### src/rtl/univ_shift_pkg.sv
// Shared mode encoding for the universal shift register
// and its per-bit cell.
package univ_shift_pkg;

  typedef logic [1:0] shift_mode_t;

  localparam shift_mode_t MODE_HOLD = 2'b00;
  localparam shift_mode_t MODE_SHL  = 2'b01;
  localparam shift_mode_t MODE_SHR  = 2'b10;
  localparam shift_mode_t MODE_LOAD = 2'b11;

endpackage

### src/rtl/univ_shift_reg_cell.sv
// One bit of the universal shift register:
// a 4:1 next-state mux in front of a posedge flop.
module shift_cell
  import univ_shift_pkg::*;
(
  input  logic        C,
  input  logic        R,
  input  logic        EN,
  input  shift_mode_t M,
  input  logic        LN,
  input  logic        RN,
  input  logic        PD,
  input  logic        RV,
  output logic        Q
);

  logic q_q;
  logic q_d;

  always_comb begin
    q_d = q_q;
    if (EN) begin
      unique case (M)
        MODE_SHL:  q_d = LN;
        MODE_SHR:  q_d = RN;
        MODE_LOAD: q_d = PD;
        default:   q_d = q_q;
      endcase
    end
  end

  always_ff @(posedge C) begin
    if (R) q_q <= RV;
    else   q_q <= q_d;
  end

  assign Q = q_q;

endmodule

### src/rtl/univ_shift_reg.sv
// WIDTH-bit universal shift register: hold, shift-left,
// shift-right, parallel load, optional rotate.
module univ_shift_reg
  import univ_shift_pkg::*;
#(
  parameter int          WIDTH     = 8,
  parameter logic [63:0] RESET_VAL = 64'd0,
  parameter bit          ROTATE    = 1'b0
) (
  input  logic             C,
  input  logic             R,
  input  logic             EN,
  input  shift_mode_t      M,
  input  logic [WIDTH-1:0] D,
  input  logic             SL,
  input  logic             SR,
  output logic [WIDTH-1:0] Q,
  output logic             SOL,
  output logic             SOR,
  output logic             Z
);

  localparam logic [WIDTH-1:0] RV = RESET_VAL[WIDTH-1:0];

  logic [WIDTH-1:0] q;
  logic             lft_end;
  logic             rgt_end;

  // Chain ends either wrap around or take the serial pins
  assign lft_end = ROTATE ? q[WIDTH-1] : SL;
  assign rgt_end = ROTATE ? q[0] : SR;

  for (genvar i = 0; i < WIDTH; i++) begin : g_bit
    logic ln;
    logic rn;
    if (i == 0) begin : g_lo
      assign ln = lft_end;
    end else begin : g_lo
      assign ln = q[i-1];
    end
    if (i == WIDTH - 1) begin : g_hi
      assign rn = rgt_end;
    end else begin : g_hi
      assign rn = q[i+1];
    end
    shift_cell u_cell (
      .C  (C),
      .R  (R),
      .EN (EN),
      .M  (M),
      .LN (ln),
      .RN (rn),
      .PD (D[i]),
      .RV (RV[i]),
      .Q  (q[i])
    );
  end

  assign Q   = q;
  assign SOL = q[WIDTH-1];
  assign SOR = q[0];
  assign Z   = (q == '0);

endmodule

### config.mk
export PLATFORM = sky130hd
export DESIGN_NAME = univ_shift_reg
export DESIGN_NICKNAME = d
export VERILOG_FILES = /design/src/rtl/univ_shift_pkg.sv /design/src/rtl/univ_shift_reg_cell.sv /design/src/rtl/univ_shift_reg.sv
export SDC_FILE = /design/constraint.sdc
export NUM_CORES = 1
export LEC_CHECK = 0
export BUFFER_PORTS_ARGS = -buffer_cell sky130_fd_sc_hd__buf_2
export CORE_MARGIN = 1
export CORE_UTILIZATION = 46
export CTS_CLUSTER_DIAMETER = 200
export DETAILED_ROUTE_END_ITERATION = 8
export PLACE_DENSITY = 0.77
export SLEW_MARGIN = 20
export SYNTH_ARGS = -nofsm -noshare
export SYNTH_HDL_FRONTEND = slang
export SYNTH_HIERARCHICAL = 1
export SYNTH_SLANG_ARGS = --single-unit
### constraint.sdc
create_clock -name C -period 1.03 [get_ports C]
set_input_delay 0.103 -clock C [delete_from_list [all_inputs] [get_ports C]]
set_output_delay 0.103 -clock C [all_outputs]
set_load 0.05 [all_outputs]
# Yosys cells after proc, flatten, opt, wreduce, memory -nomap -nowiden
# Cells that the tools add are included.
[word_totals]
ff_bits = 8
in_bits = 15
output_inout_bits = 11
wordCells = 22
[classes]
n_eq_ne = 3
n_mux = 8
reduce_logical = 3
[op_table]
columns = ["cell", "count"]
rows = [
  ["$pmux 1 s3", 8],
  ["$logic_not 8->1", 1],
  ["$eq 2x2->1 const B", 2],
  ["$reduce_bool 3->1", 1],
  ["$eq 2x1->1 const B", 1],
  ["$reduce_and 2->1", 1],
]

# Longest topological paths before layout
[logic_depth]
ltp_word = 3
mapped_depth = 4
ltp_nobuf = 4

# Hierarchy
# Netlist, hierarchy kept.
[by_module_without_submodules]
columns = ["mod", "n_inst", "cells_each", "area_per_inst_um2", "seq_area_each_um2"]
rows = [
  ["shift_cell", 8, 10, 102.6, 30.0],
  ["univ_shift_reg", 1, 12, 82.6, 0.0],
]

# Worst setup path after synthesis
# No wires, ideal clock.
[synth_timing]
path_type = "register -> output"
start = "register g_bit[7].u_cell.q_q"
end = "output Z"
t_arrival_ns = 1.860
required_ns = 0.927
path_slack_ns = -0.933
path_stages_with_launch = 3
n_path_buf = 0
cell_sequence = "edfxtp_1 or4_1 nor2_1"
[synth_between]
elab_chain_cells = 1
[synth_lines]
columns = ["element", "line_no", "text"]
rows = [
  ["from (decl)", "univ_shift_reg_cell.sv:17", "logic q_q;"],
  ["from (signal assigned)", "univ_shift_reg_cell.sv:34", "else q_q <= q_d;"],
  ["$logic_not 8->1", "univ_shift_reg.sv:62", "assign Z = (q == '0);"],
  ["to (decl)", "univ_shift_reg.sv:20", "output logic Z"],
]
# No other way between the ends.

# Worst setup path after layout
[layout_timing]
start = "register g_bit[4].u_cell.q_q"
end = "output Z"
[layout_between]
elab_chain_cells = 1
[layout_lines]
columns = ["element", "line_no"]
rows = [
  ["from (decl)", "univ_shift_reg_cell.sv:17"],
  ["from (signal assigned)", "univ_shift_reg_cell.sv:34"],
  ["$logic_not 8->1", "univ_shift_reg.sv:62"],
]
# No other way between the ends.

==> out/metrics.yaml <==
critical_path:
  timing.rr.end: "g_bit[3].u_cell/Q$_DFFE_PP_"
  cp_slowest_cell: "or4_4"
  slowest_delay_ns: 0.56
  endpoint_kind: "primary output"
  path_cells: "or4_4 > nor2_4 > buf_6"
  reg2reg_depth: 4
  arrival_ns: 1.51
  crit_type: "reg -> out"
  path_depth: 3
  crit_start: "g_bit[4].u_cell/Q$_DFFE_PP_"
  worstPathMaxFanout: 2
  rrSetupSlack_ns: -0.24
  cp.buffers_inverters: 1
  critPathRequiredTime_ns: 0.93
  worstReg2RegStart: "g_bit[2].u_cell/Q$_DFFE_PP_"
  worst_setup_path_start_kind: "register"
  critPathTopFamily: "simple AND/OR/NAND/NOR gates"
cells_and_area:
  multi_input_area_sq_um: 634
  area_delta_synth_final_pct: 53.0
  layout-drive-gt1-share_pct: 48.3
  seq_area_sq_um: 240
  final.fill_count: 127
  finalNonFillerCells: 170
  finalNetCount: 178
  largest_reg_flops: 8
  num_antenna_cells: 0
global_route:
  antenna_found_initial: 0
  grtUsageTotal_pct: 25.8
  overflow: 0
  grt_pass1_vias: 908
  grt_pass1_wl_mm: 3.80
  grt_max_degree: 24
place:
  hpwlAfterDp_mm: 1.70
  numPortBuffers: 25
  pre_cts_ws_ns: -0.393
  placed_cells: 165
  gp_congestion: 0.764
pwr:
  power_density_nw_per_um2: 1050
  peakVddDrop_mv: 0.911
  finalPower_mw: 1.45
  power_leakage_nw: 0.689
detailed_routing:
  drcViolationCount: 0
  drt_wl_total_mm: 2.38
  initialDrtViolationCount: 8
  avgViaCountPerCell: 5.25
  vias: 893
  dr.pass1.iters: 4
  drt-wirelength-per-cell_um: 14.0
  ant_nets: 0
clocking:
  clockBufferDepth: 2
  clock_latency_ns: 0.27
  root_buffer: "clkbuf_4"
  cts_hold_buffers: 0
  numClockSinks: 8
  tritoncts: "built"
  clk_pin_slew_ns: 0.06
  cts_buffers: 3
  htreeDepth: 1
floorplan:
  fp-row-count: 15
  dieArea_sq_um: 2150
  ios: 26
  coreArea_sq_um: 1780
  start_util_pct: 50.7
  die_height_um: 46.3
  dieWidth_um: 46.3
yosys:
  synth_cell_type_count: 13
  ys_ff_latch: 8
  synthSimpleGateAreaFrac_pct: 19.8
  syn-cell-area_sq_um: 903
  synth_top_family_by_area: "adder cells"
  synth_compound_area_share_pct: 21.1
  synthAdderAreaFrac_pct: 22.2
  synth.area.mux_share_pct: 0
  yosysSeqAreaShare_pct: 26.6
  synth_cells: 92
  syn_avg_cell_area_sq_um: 9.82
  ys_warn_count: 6
  synth_xor_area_share_pct: 0
sta:
  fin_crit_ns: 1.61
  holdWs_ns: 0.224
  fmax_mhz: 621
  setup_viol: 19
  final_hold_viol_count: 0
  slew_viol_final: 0
  finalCritPeriodShare_pct: 156
  clock_skew_ns: 0.00133
  layout_setup_ws_ns: -0.579
  rsz0062_at_grt: "yes"
status:
  violations: "negative setup slack"
  status: "complete, but fails checks"
worst_hold_path:
  hp-start: "SR"
  hold_depth: 3
  min_path_type: "in -> reg"
  hold-path-endpoint: "g_bit[7].u_cell/Q$_DFFE_PP_"
run:
  max_cap_violations: 0
layout by cell type, fill, tap and decap left out, drive strengths merged:
cell	count
a21o	8
a22oi	8
buf	51
clkbuf	3
conb	8
edfxtp	8
ha	16
inv	8
nand2	8
nand2b	8
nor2	1
o211ai	8
or4	2
or4b	8
cell usage after synthesis:
master,number,area share (%)
edfxtp_1,8,27
ha_1,16,22
nand2b_1,8,5.5
or4_1,2,1.7
a22oi_1,8,6.6
inv_1,8,3.3
or4b_1,8,8.9
a21o_2,8,7.8
buf_4,8,6.6
o211ai_1,8,6.6
nor2_1,1,0.42
nand2_1,8,3.3
conb_1,1,0.42
metrics by stage:
| stage | cell area, sq um | util, % | setup TNS [ns] |
|---|---|---|---|
| 3_5_place_dp | 1220 | 68.5 | -5.27 |
| 5_1_grt | 1380 | 77.5 | -3.39 |
| 2_1_floorplan | 948 | - | -0.962 |
| 6_report | 1380 | 77.5 | -2.86 |
| 4_1_cts | 1340 | 75.2 | -2.13 |
| 3_3_place_gp | 1220 | 68.5 | -4.67 |
where the power goes:
| part | leakage [nW] | switching [mW] | total, mW | internal, mW |
|---|---|---|---|---|
| clock | 0.0138 | 0.142 | 0.278 | 0.136 |
| sequential | 0.0820 | 0.0288 | 0.440 | 0.411 |
| combinational | 0.593 | 0.386 | 0.734 | 0.348 |
| total | 0.689 | 0.557 | 1.45 | 0.895 |
tightest hold or removal path, delay by kind of cell:
kind / cells / cell delay (ns)
AO/OA/AOI/OAI: 2 / 0.20
buffers and inverters: 1 / 0.08
worst max-delay path by stage:
| stage | slack [ns] | end |
|---|---|---|
| 5_1_grt | -0.61 | Z |
| 6_report | -0.58 | Z |
| 4_1_cts | -0.56 | Z |
| 2_1_floorplan | -0.48 | Z |
| 3_5_place_dp | -0.39 | g_bit[3].u_cell/Q$_DFFE_PP_ |
| 3_3_place_gp | -0.37 | Z |
metal layers:
| metal | vias up | wire length (um) | share of wire [%] | track usage, % |
|---|---|---|---|---|
| met1 | 420 | 1000 | 42 | 29.2 |
| met5 | - | 0 | 0 | 0 |
| met4 | 0 | 36 | 1.5 | 14.7 |
| met3 | 10 | 76 | 3.2 | 4.31 |
| met2 | 27 | 1260 | 53 | 44.7 |
| li1 | 436 | - | - | - |
cells by family (layout without fill, tap and decap cells):
group | after synthesis | after routing
and+or+nand+nor | 27 | 27
AOI/OAI and AO/OA | 24 | 24
DFF | 8 | 8
adders and majority gates | 16 | 16
other | 1 | 8
buffers and inverters | 16 | 62
timing repair:
action / CTS / global route
endpoints found under the setup margin: 19 / 19
pin swaps: 7 / 2
gates resized for setup: 30 / 8
buffers inserted: 1 / 4
layout make-up:
type	count	share of cell area [%]
multi-input combinational	75	45.9
sequential	8	17.4
tap	25	2.26
clock buffer	3	1.63
timing repair buffer	51	30.7
inverter	8	2.17
Power figures use the tool's default switching activity.
